--- config.mk ---
export PLATFORM = sky130hd
export DESIGN_NAME = ex_muldiv
export DESIGN_NICKNAME = d
export VERILOG_FILES = /design/src/rtl/pipeline_pkg.sv /design/src/rtl/muldiv_core.sv /design/src/rtl/ex_muldiv.sv
export SDC_FILE = /design/constraint.sdc
export NUM_CORES = 1
export LEC_CHECK = 0
export ABC_AREA = 1
export BUFFER_PORTS_ARGS = -buffer_cell sky130_fd_sc_hd__buf_2
export CORE_ASPECT_RATIO = 0.9
export CORE_UTILIZATION = 40
export DETAILED_ROUTE_END_ITERATION = 6
export GPL_TIMING_DRIVEN = 0
export PLACE_DENSITY = 0.62
export SLEW_MARGIN = 20
export SYNTH_ARGS = -nofsm -noshare
export SYNTH_HDL_FRONTEND = slang
export SYNTH_SLANG_ARGS = --single-unit
--- constraint.sdc ---
create_clock -name clk -period 12.5 [get_ports clk]
set_clock_uncertainty 0.15 [all_clocks]
set_input_delay 2.5 -clock clk [delete_from_list [all_inputs] [get_ports clk]]
set_output_delay 2.5 -clock clk [all_outputs]
set_load 0.01 [all_outputs]
--- src/rtl/pipeline_pkg.sv ---
// Shared pipeline definitions: datapath width, RV32M funct3 encodings and
// the multiply/divide FSM state type.
package pipeline_pkg;

    localparam int XLEN = 32;

    localparam logic [2:0] MUL_F3    = 3'b000;
    localparam logic [2:0] MULH_F3   = 3'b001;
    localparam logic [2:0] MULHSU_F3 = 3'b010;
    localparam logic [2:0] MULHU_F3  = 3'b011;
    localparam logic [2:0] DIV_F3    = 3'b100;
    localparam logic [2:0] DIVU_F3   = 3'b101;
    localparam logic [2:0] REM_F3    = 3'b110;
    localparam logic [2:0] REMU_F3   = 3'b111;

    typedef enum logic [1:0] {
        ST_IDLE = 2'd0,
        ST_BUSY = 2'd1,
        ST_DONE = 2'd2
    } muldiv_state_t;

endpackage

--- src/rtl/muldiv_core.sv ---
// Iterative multiply/divide datapath: shift-add multiply and restoring divide
// on operand magnitudes, with sign fixup and special-case overrides.
module muldiv_core
    import pipeline_pkg::*;
(
    input  logic            clk,
    input  logic            reset,
    input  logic            load,
    input  logic            step,
    input  logic [2:0]      op,
    input  logic [XLEN-1:0] a,
    input  logic [XLEN-1:0] b,
    output logic [XLEN-1:0] result
);

    localparam int W2 = 2 * XLEN;
    localparam logic [XLEN-1:0] MIN_NEG = {1'b1, {(XLEN-1){1'b0}}};

    // Divide reuses acc as {remainder, quotient} and mcand[XLEN-1:0] as divisor.
    logic [W2-1:0]   acc;
    logic [W2-1:0]   mcand;
    logic [XLEN-1:0] mplier;
    logic [XLEN-1:0] a_raw;
    logic            neg_res;
    logic            neg_rem;
    logic            div_zero;
    logic            div_ovf;

    logic            is_div;
    logic            sign_a;
    logic            sign_b;
    logic            neg_a;
    logic            neg_b;
    logic [XLEN-1:0] mag_a;
    logic [XLEN-1:0] mag_b;
    logic [XLEN:0]   div_shift;
    logic [XLEN:0]   div_diff;
    logic [W2-1:0]   prod;
    logic [XLEN-1:0] quo;
    logic [XLEN-1:0] rem;

    always_comb begin
        is_div    = op[2];
        sign_a    = is_div ? ~op[0] : (op[1:0] != 2'b11);
        sign_b    = is_div ? ~op[0] : ~op[1];
        neg_a     = sign_a & a[XLEN-1];
        neg_b     = sign_b & b[XLEN-1];
        mag_a     = neg_a ? -a : a;
        mag_b     = neg_b ? -b : b;
        div_shift = {acc[W2-1:XLEN], acc[XLEN-1]};
        div_diff  = div_shift - {1'b0, mcand[XLEN-1:0]};
    end

    always_ff @(posedge clk or posedge reset) begin
        if (reset) begin
            acc      <= '0;
            mcand    <= '0;
            mplier   <= '0;
            a_raw    <= '0;
            neg_res  <= 1'b0;
            neg_rem  <= 1'b0;
            div_zero <= 1'b0;
            div_ovf  <= 1'b0;
        end else if (load) begin
            acc      <= is_div ? {{XLEN{1'b0}}, mag_a} : '0;
            mcand    <= {{XLEN{1'b0}}, is_div ? mag_b : mag_a};
            mplier   <= mag_b;
            a_raw    <= a;
            neg_res  <= neg_a ^ neg_b;
            neg_rem  <= neg_a;
            div_zero <= is_div && (b == '0);
            div_ovf  <= is_div && !op[0] && (a == MIN_NEG) && (b == '1);
        end else if (step) begin
            if (op[2]) begin
                if (!div_diff[XLEN])
                    acc <= {div_diff[XLEN-1:0], acc[XLEN-2:0], 1'b1};
                else
                    acc <= {acc[W2-2:0], 1'b0};
            end else begin
                acc    <= acc + (mplier[0] ? mcand : '0);
                mcand  <= {mcand[W2-2:0], 1'b0};
                mplier <= {1'b0, mplier[XLEN-1:1]};
            end
        end
    end

    always_comb begin
        prod = neg_res ? -acc : acc;
        quo  = neg_res ? -acc[XLEN-1:0] : acc[XLEN-1:0];
        rem  = neg_rem ? -acc[W2-1:XLEN] : acc[W2-1:XLEN];
        if (!op[2])
            result = (op[1:0] == 2'b00) ? prod[XLEN-1:0] : prod[W2-1:XLEN];
        else if (div_zero)
            result = op[1] ? a_raw : '1;
        else if (div_ovf)
            result = op[1] ? '0 : MIN_NEG;
        else
            result = op[1] ? rem : quo;
    end

endmodule

--- src/rtl/ex_muldiv.sv ---
// EX-stage RV32M unit: sequences the iterative core, holds the pipeline stall
// while it runs and presents the result with a one-cycle done pulse.
module ex_muldiv #(
    parameter int XLEN = 32,
    parameter int ITER = 32
) (
    input  logic            clk,
    input  logic            reset,
    input  logic            start,
    input  logic            flush,
    input  logic [2:0]      funct3,
    input  logic [XLEN-1:0] op_a,
    input  logic [XLEN-1:0] op_b,
    input  logic [4:0]      rd_in,
    output logic            stall_o,
    output logic            done,
    output logic [XLEN-1:0] result,
    output logic [4:0]      rd_out
);
    import pipeline_pkg::*;

    localparam int CW = $clog2(ITER);
    localparam logic [CW-1:0] LAST = CW'(ITER - 1);

    muldiv_state_t   state;
    logic [CW-1:0]   count;
    logic [2:0]      funct3_q;
    logic [4:0]      rd_q;
    logic [XLEN-1:0] result_q;
    logic [4:0]      rd_out_q;
    logic [XLEN-1:0] core_result;
    logic [2:0]      core_op;
    logic            accept;
    logic            step;

    always_comb begin
        accept  = (state == ST_IDLE) && start && !flush;
        step    = (state == ST_BUSY) && !flush;
        stall_o = (((state == ST_IDLE) && start) || (state == ST_BUSY)) && !flush;
        done    = (state == ST_DONE) && !flush;
        core_op = (state == ST_IDLE) ? funct3 : funct3_q;
        result  = done ? core_result : result_q;
        rd_out  = done ? rd_q : rd_out_q;
    end

    // The held copies only refresh on a completed operation, so the outputs
    // stay stable across idle cycles and aborted operations.
    always_ff @(posedge clk or posedge reset) begin
        if (reset) begin
            state    <= ST_IDLE;
            count    <= '0;
            funct3_q <= '0;
            rd_q     <= '0;
            result_q <= '0;
            rd_out_q <= '0;
        end else if (flush) begin
            state <= ST_IDLE;
        end else begin
            case (state)
                ST_IDLE: begin
                    if (start) begin
                        state    <= ST_BUSY;
                        count    <= '0;
                        funct3_q <= funct3;
                        rd_q     <= rd_in;
                    end
                end
                ST_BUSY: begin
                    count <= count + 1'b1;
                    if (count == LAST)
                        state <= ST_DONE;
                end
                ST_DONE: begin
                    state    <= ST_IDLE;
                    result_q <= core_result;
                    rd_out_q <= rd_q;
                end
                default: state <= ST_IDLE;
            endcase
        end
    end

    muldiv_core u_core (
        .clk    (clk),
        .reset  (reset),
        .load   (accept),
        .step   (step),
        .op     (core_op),
        .a      (op_a),
        .b      (op_b),
        .result (core_result)
    );

endmodule

=== Word level (Yosys, flattened, before mapping) ===
Cells that the tools add are included.

* Register bits after elaboration: 248
* Output and inout bits: 39
* Word-level logic and storage cells: 96

* Add/subtract/negate cells: 8
* Equal/unequal tests: 10
* Muxes and demuxes: 36
* Bitwise operators: 6
* Reductions and logical operators: 22

{| class="wikitable"
|+ Operators with widths
! operator !! number
|-
| $mux W64 || 9
|-
| $mux W32 || 17
|-
| $neg A32 Y32 || 4
|-
| $add A64 B64 Y64 || 1
|-
| $eq A32 B32 Y1 const B || 2
|-
| $neg A64 Y64 || 1
|-
| $sub A33 B32 Y33 || 1
|-
| $logic_not A32 Y1 || 1
|-
| $mux W5 || 2
|-
| $pmux W5 S2 || 1
|-
| $logic_and A1 B1 Y1 || 9
|-
| $mux W2 || 3
|-
| $ne A2 B2 Y1 const B || 3
|-
| $reduce_and A2 Y1 || 3
|-
| $reduce_and A3 Y1 || 2
|-
| $add A5 B1 Y5 const B || 1
|-
| $eq A5 B5 Y1 const B || 1
|-
| $logic_not A2 Y1 || 2
|-
| $pmux W2 S2 || 1
|-
| $reduce_bool A2 Y1 || 2
|-
| $mux W3 || 1
|-
| $ne A3 B2 Y1 const B || 1
|-
| $ne A3 B3 Y1 const B || 1
|-
| $not A1 Y1 || 3
|-
| other kinds (7) || 10
|}

=== Depth between registers and ports, before layout ===
Gate-level depths: netlist (run 1).

* Depth in word-level cells: 8
* Depth in mapped cells: 21
* Depth with buffers taken out: 19

=== Modules after synthesis ===
Synthesis (run 1) repeated with hierarchy kept, for this count alone.

* Cell total of the unflattened synthesis: 4629
* Area total of the unflattened synthesis: 26235.2 sq um

{| class="wikitable"
|+ By module, submodules not included
! module !! times used !! cells an instance !! area each (sq um) !! sequential area each (sq um)
|-
| muldiv_core || 1 || 4388 || 24124.4 || 4904.7
|-
| ex_muldiv || 1 || 241 || 2110.8 || 1301.2
|}

=== Least setup slack after synthesis (run 1) ===
No wires, ideal clock.

* Kind: input -> output
* Start: input funct3[1]
* End: output result[7]
* Data arrival time: 3625 ps
* Path slack: 6225 ps
* Cell stages on the path: 11
* Path buffers: 2
* Path through: inv_1 > nand2_2 > nand2_4 > inv_2 > nor2_1 > buf_2 > buf_2 > a21oi_1 > o21ai_0 > nand3_1 > nand2_1

* Longest elaborated chain between the ends: 6
* Elaborated cells between the ends (all ways): 9

{| class="wikitable"
|+ Ends and longest elaborated chain
! what !! RTL line !! text
|-
| start: declaration || ex_muldiv.sv:11 || <nowiki>input logic [2:0] funct3,</nowiki>
|-
| $mux W3 (*) || ex_muldiv.sv:41 || <nowiki>core_op = (state == ST_IDLE) ? funct3 : funct3_q;</nowiki>
|-
| $mux W32 || muldiv_core.sv:98 || <nowiki>result = op[1] ? rem : quo;</nowiki>
|-
| $mux W32 || muldiv_core.sv:95 || <nowiki>else if (div_ovf)</nowiki>
|-
| $mux W32 || muldiv_core.sv:93 || <nowiki>else if (div_zero)</nowiki>
|-
| $mux W32 (*) || muldiv_core.sv:91 || <nowiki>if (!op[2])</nowiki>
|-
| $mux W32 (*) || ex_muldiv.sv:42 || <nowiki>result = done ? core_result : result_q;</nowiki>
|-
| end: declaration || ex_muldiv.sv:17 || <nowiki>output logic [XLEN-1:0] result,</nowiki>
|}

Mark *: on every way between the ends. The rest lies on a longest branch, timed or not.

=== Final worst setup path (run 1) ===
* Start: input funct3[1]
* End: output result[6]

The elaborated chain is that of the path after synthesis.

==> results.cfg, run 1 <==
[setup_path]
r2r-end = u_core.acc[44]$_DFFE_PP0P_
path_class = primary input to output port
cp-end-kind = output port
crit_fanout = 10
crit_chain = buf_2, inv_1, nand2_2, nand2_4, inv_2, nor2_1, inv_1, buf_1, nand3_1, nand2_1, nand2_1, nand2_1, buf_2
r2r_slack_ns = 7.61
crit_slowest_cell = buf_1
crit_arrival_ns = 4.91
cp-startpoint = funct3[1]
r2r_start = u_core.mplier[0]$_DFFE_PP0P_
startpoint_type = primary input
crit_top_cell = nand2_1
cp.required_ns = 9.85
crit_path_max_incr_delay_ns = 0.57
worstRegToRegCells = 19

[drt]
ant_nets = 0
first_iter_violations = 3359
viasPerCell = 5.42
drtPass1Iterations = 6
wl_per_cell_um = 23.9
drt_wl_total_um = 138000
drc = 0
via_count = 31400

[floorplan]
dieArea_sq_um = 67500
io_pins = 115
initial_core_util = 0.405
die_x_um = 274
die_h_um = 247
rows = 89
core_sq_um = 65700

[clock_tree]
cts-htree-levels = 2
cts_setup_buffers = 0
cts_hold_buf = 0
clockBufferDepth = 3
insertion_delay_ns = 0.58
cts-root-buf = clkbuf_16
cts_tree = yes
cts_resized = 0
cts_sinks = 248
clk_pin_slew_ns = 0.06
numCtsBuffers = 34

[synthesis]
yosysUniqueCellTypes = 50
synth.avg_cell_area_sq_um = 5.61
netlist_instances = 4743
synth_top_area_share = 0.265
synth-seq-cells = 248
synth_adder_area_share = 0.0495
synth-compound-area-share = 0.0996
synth_edf_count = 0
ys.flop_type = dfrtp_1
synthTopCellsByArea = nand2_1 (27%), dfrtp_1 (23%), inv_1 (11%)
syn_area_sq_um = 26600
synth_area_leader_cell = nand2_1
synth_seq_area_share = 0.233
synthArstFlopShare = 1.00
synth_nets = 4923
synthMuxAreaShare = 0.000376
yosysWarnings = 0
synthXorXnorAreaFrac = 0.0389
synthSimpleGateAreaFrac = 0.437
synth_top_family_by_area = simple AND/OR/NAND/NOR gates

[placement]
placed_cells = 5724
portBuffers = 114
dp_hpwl_um = 115000
gp_congestion = 1.07

[outcome]
outcome = complete, no violations

[global_route]
grt_pass1_wl_um = 195000
grt_max_degree = 85
antenna_found_initial = 4
gr-total-overflow = 0
grt_pass1_vias = 28600
grt_usage = 0.405

[power]
peakVddDrop_v = 0.000110
power_leakage_nw = 17.0
powerDensity_nw_per_um2 = 206

[final_layout]
fin_nets = 5076
area_delta_synth_final_pct = 11.1
fin_cells = 5788
final_layout_size_suffix_gt1_frac = 0.0563

[min_path]
hold_class = register to register
hp-start = result_q[11]$_DFFE_PP0P_
hold_depth = 2
hold-path-endpoint = result_q[11]$_DFFE_PP0P_

[timing]
fmax_ghz = 0.132
final-max-slew-violation-count = 0
hold_ws_ns = 0.318
finalHoldViolCount = 0
finalCritPeriodShare = 0.605
relSlewSlack = 0.190
report.final.setup_viol = 0
worst_pin_slew_ns = 1.20
rsz0062_at_grt = false
fin_crit_ns = 7.56

[run]
cap_violations = 0
==> state kept, by name (all words and copies together), names as in the netlist <==
| signal | count |
|---|---|
| rd_q | 5 |
| u_core.a_raw | 32 |
| u_core.mcand | 64 |
| u_core.div_ovf | 1 |
| count | 5 |
| result_q | 32 |
| rd_out_q | 5 |
| u_core.mplier | 32 |
| state | 2 |
| u_core.acc | 64 |
| u_core.neg_res | 1 |
| u_core.div_zero | 1 |
| u_core.neg_rem | 1 |
| funct3_q | 3 |
==> worst max-delay path by stage <==
stage / endpoint / slack (ns) / cells past startpoint
final: result[6] / 4.94 / 13
after global routing: result[6] / 4.90 / 13
after CTS: result[6] / 5.02 / 13
after detailed placement: result[6] / 5.01 / 13
after global placement: result_q[30]$_DFFE_PP0P_ / -0.24 / 2
after floorplan: count[0]$_DFFE_PP0P_ / 3.04 / 1
==> per-layer routing <==
layer / wire, um / vias up / GRT usage / share of wire
met5: 0 / - / 0 / 0
met4: 9290 / 0 / 0.238 / 0.067
met3: 13800 / 313 / 0.0897 / 0.10
met2: 56800 / 1520 / 0.598 / 0.41
met1: 58400 / 14500 / 0.537 / 0.42
li1: - / 15000 / - / -
==> cell type report <==
class,instances,area [sq um]
buffer,157,689
tap,864,1080
sequential,248,6210
clock buffer,41,907
timing repair buffer,117,653
antenna,2,5.00
clock inverter,21,303
fill,7439,36100
multi-input combinational,3519,16600
inverter,819,3080
==> where the power goes <==
group | total (mW) | switching, mW | internal [mW]
Sequential | 1.39 | 0.417 | 0.971
Combinational | 3.63 | 2.59 | 1.04
Clock | 1.07 | 0.432 | 0.636
Total | 6.09 | 3.44 | 2.65
==> critical path, delay by kind of cell <==
kind	cells	cell delay, ns
AND/OR/NAND/NOR	7	1.05
buffers and inverters	6	1.32
==> per-stage QoR <==
stage	worst slack [ns]	power (mW)	cell area, sq um	setup TNS, ns	utilization
6_report	4.94	6.09	29600	0	0.450
5_1_grt	4.90	6.46	29500	0	0.450
4_1_cts	5.02	5.98	29500	0	0.450
3_5_place_dp	5.01	4.89	28300	0	0.431
3_3_place_gp	-0.238	4.89	28200	-42.10	0.430
2_1_floorplan	3.04	3.48	26600	0	-
==> cells in the mapped netlist (34+ instances only) <==
cell      count
buf_2        34
o21ai_1      36
o21ai_0     164
nand2_1    1880
nand3_1     448
nor2_1      396
o211ai_1     49
clkbuf_1    103
a21oi_1     116
ha_1        102
dfrtp_1     248
inv_1       807
xor2_1       89
==> cells in the final DEF, fill, tap and decap left out, types with 12 or more instances in the layout <==
cell / instances
a21oi_1: 116
a31oi_1: 12
buf_2: 148
clkbuf_1: 106
clkbuf_16: 34
dfrtp_1: 248
ha_1: 102
inv_1: 806
nand2_1: 1880
nand3_1: 448
nand4_1: 31
nor2_1: 396
nor3_1: 29
o211ai_1: 49
o21a_1: 17
o21ai_0: 164
o21ai_1: 36
o221ai_1: 31
xnor2_1: 16
xor2_1: 89
==> logic make-up (layout without fill, tap and decap cells) <==
kind of cell,count (synthesis),in the layout
xor gates and xnor gates,112,112
DFF,248,248
adders and majority gates,104,104
and+or+nand+nor,2847,2847
buffers and inverters,976,1155
muxes,1,1
AOI/OAI and AO/OA,455,455
other,0,2
Note: power is estimated with default switching activity, not from simulation.
==> run 2: changes to the inputs <==
ABC_AREA = 0   (was 1)
PLACE_DENSITY = 0.64   (was 0.62)
clock period = 6.3 ns   (was 12.5 ns; I/O delays follow)
==> results.cfg, run 2 <==
[setup_path]
startpoint_type = register
r2r-end = u_core.acc[62]$_DFFE_PP0P_
crit_path_max_incr_delay_ns = 0.78
cp-end-kind = output port
crit_chain = clkbuf_1, nor2_1, mux2i_2, clkbuf_2, clkbuf_1, o21ai_0, o21ai_0, buf_2
cp.required_ns = 4.89
r2r_slack_ns = 0.98
path_class = register to output port
worstRegToRegCells = 16
crit_slowest_cell = clkbuf_1
crit_fanout = 10
crit_arrival_ns = 4.83
r2r_start = u_core.mplier[0]$_DFFE_PP0P_

[synthesis]
yosysWarnings = 0
synth.avg_cell_area_sq_um = 7.66
synth_nets = 2908
netlist_instances = 2728
synth_top_area_share = 0.297
yosysMostFrequentCell = nand2_1
syn_area_sq_um = 20900
synthArstFlopShare = 1.00
synth_area_leader_cell = dfrtp_1
synthTopCellsByArea = dfrtp_1 (30%), nand2_1 (9.4%), o21ai_0 (6.2%)
synth_common_cells = nand2_1 (523), o21ai_0 (258), dfrtp_1 (248), a21oi_1 (227), clkbuf_1 (151)
ys.flop_type = dfrtp_1
synth_edf_count = 0
synth-seq-cells = 248
yosysUniqueCellTypes = 80
synth_seq_area_share = 0.297

[clock_tree]
insertion_delay_ns = 0.60
numCtsBuffers = 31
clockBufferDepth = 3
cts-root-buf = clkbuf_16
cts_tree = yes
cts_hold_buf = 0
cts_sinks = 248
clk_pin_slew_ns = 0.07
cts-htree-levels = 1

[timing]
finalHoldViolCount = 0
final-max-slew-violation-count = 0
finalCritPeriodShare = 0.991
worst_pin_slew_ns = 1.07
report.final.setup_viol = 0
fmax_ghz = 0.160
relSlewSlack = 0.284
fin_crit_ns = 6.24
rsz0062_at_grt = false
finalSetupTns_ns = 0

[min_path]
hold-path-endpoint = rd_q[3]$_DFFE_PP0P_
hp-start = rd_q[3]$_DFFE_PP0P_
hold_class = register to register
hold_depth = 2

[placement]
dp_hpwl_um = 77700
portBuffers = 114
gp_congestion = 1.03
place_area_sq_um = 22500

[floorplan]
core_sq_um = 51600
io_pins = 115
dieArea_sq_um = 53200
die_h_um = 219
rows = 79
initial_core_util = 0.405
die_x_um = 243

[final_layout]
finalInstanceArea_sq_um = 23600
area_delta_synth_final_pct = 12.9
final_layout_size_suffix_gt1_frac = 0.0826
fin_nets = 3063
largest_registers = u_core.acc: 64 flops, u_core.mcand: 64 flops
final_common_cell = nand2_1
final_cell_mix = nand2_1 (523), o21ai_0 (258), dfrtp_1 (248)

[global_route]
grt_max_degree = 34
antenna_found_initial = 4
grt_pass1_vias = 21000
grt_pass1_wl_um = 141000
gr-total-overflow = 0
grt_usage = 0.359

[power]
power_leakage_nw = 10.4
p_seq_frac = 0.267
peakVddDrop_v = 0.000311
swShare = 0.495
p_int_mw = 4.81
p_switching_mw = 4.71
clockPowerShare = 0.199
powerDensity_nw_per_um2 = 404
pwr-share-comb = 0.534

[drt]
wl_per_cell_um = 26.7
drc = 0
first_iter_violations = 2719
ant_nets = 0
drt_wl_total_um = 96100
drtPass1Iterations = 7
via_count = 22400
viasPerCell = 6.23

[outcome]
outcome = complete, no violations

[run]
cap_violations = 0
[run 2: changes by cell type in the layout (fill, tap and decap cells not counted), sizes merged, moves of 67 or more]
cell	delta
nand2	-1367
inv	-751
nand3	-416
nor2	-291
a21oi	+110
xnor2	+97
o21ai	+69
and2	+67
[run 2: logic make-up (layout without fill, tap and decap cells)]
group / count (synthesis) / after routing / synth area share
AOI/OAI and AO/OA: 910 / 910 / 0.272
xor gates and xnor gates: 236 / 236 / 0.0993
adders and majority gates: 104 / 104 / 0.0630
buffers and inverters: 255 / 434 / 0.0473
DFF: 248 / 248 / 0.297
muxes: 28 / 28 / 0.0138
other: 0 / 3 / 0
and+or+nand+nor: 947 / 947 / 0.208
[run 2: area by class of cell]
| type | instances | area, sq um |
|---|---|---|
| clock inverter | 9 | 125 |
| tap | 688 | 861 |
| inverter | 74 | 282 |
| clock buffer | 48 | 930 |
| fill | 5246 | 28000 |
| buffer | 181 | 712 |
| timing repair buffer | 122 | 738 |
| sequential | 248 | 6210 |
| antenna | 3 | 7.51 |
| multi-input combinational | 2225 | 13700 |
[run 2: worst max-delay path by stage]
| stage | start | end | cells after the start |
|---|---|---|---|
| after floorplan | u_core.acc[32]$_DFFE_PP0P_ | result[30] | 13 |
| after global placement | reset | u_core.mcand[51]$_DFFE_PP0P_ | 2 |
| after detailed placement | funct3[2] | result[4] | 7 |
| after CTS | u_core.acc[0]$_DFFE_PP0P_ | result[26] | 12 |
| after global routing | u_core.acc[32]$_DFFE_PP0P_ | result[30] | 14 |
| final | state[0]$_DFFE_PP0P_ | result[4] | 8 |
[run 2: power by group through the flow]
stage | Clock, mW | Sequential, mW | Combinational [mW]
final | 1.89 | 2.55 | 5.09
after global routing | 1.95 | 2.55 | 5.48
after CTS | 1.90 | 2.49 | 4.94
after detailed placement | 0 | 2.52 | 4.92
after global placement | 0 | 2.51 | 4.87
after floorplan | 0 | 2.20 | 3.43
[run 2: per-stage QoR]
stage               power (mW)  cells  setup slack [ns]  hold slack (ns)   util
global route              9.99   3595            0.0922            0.350  0.457
CTS                       9.33   3595            0.0676            0.325  0.457
global placement          7.38   3530           -0.0113            0.301  0.433
detailed placement        7.44   3538             0.433            0.311  0.436
floorplan                 5.63   2728              1.58            0.290      -
finish                    9.52   3598            0.0554            0.325  0.457
[run 2: worst max-delay path, delay by kind of cell (launching register included)]
family	cells	cell delay (ns)
buf+inv	4	1.71
simple gates	1	0.77
compound gates	2	0.73
mux	1	0.65
flops	1	0.36
[run 2: what timing repair did]
| item | in CTS | in global routing |
|---|---|---|
| endpoints found under the hold margin | 0 | 0 |
| pin swaps | 0 | 0 |
| buffers inserted | 0 | 0 |
| gates resized for setup | 1 | 4 |
| endpoints found under the setup margin | 7 | 13 |
[run 2: metal layers]
layer	track usage	vias up	wire length [um]
met5	0	-	0
met4	0.172	0	5100
met3	0.0684	219	10100
met2	0.535	1269	40100
met1	0.498	10800	40900
li1	-	10100	-
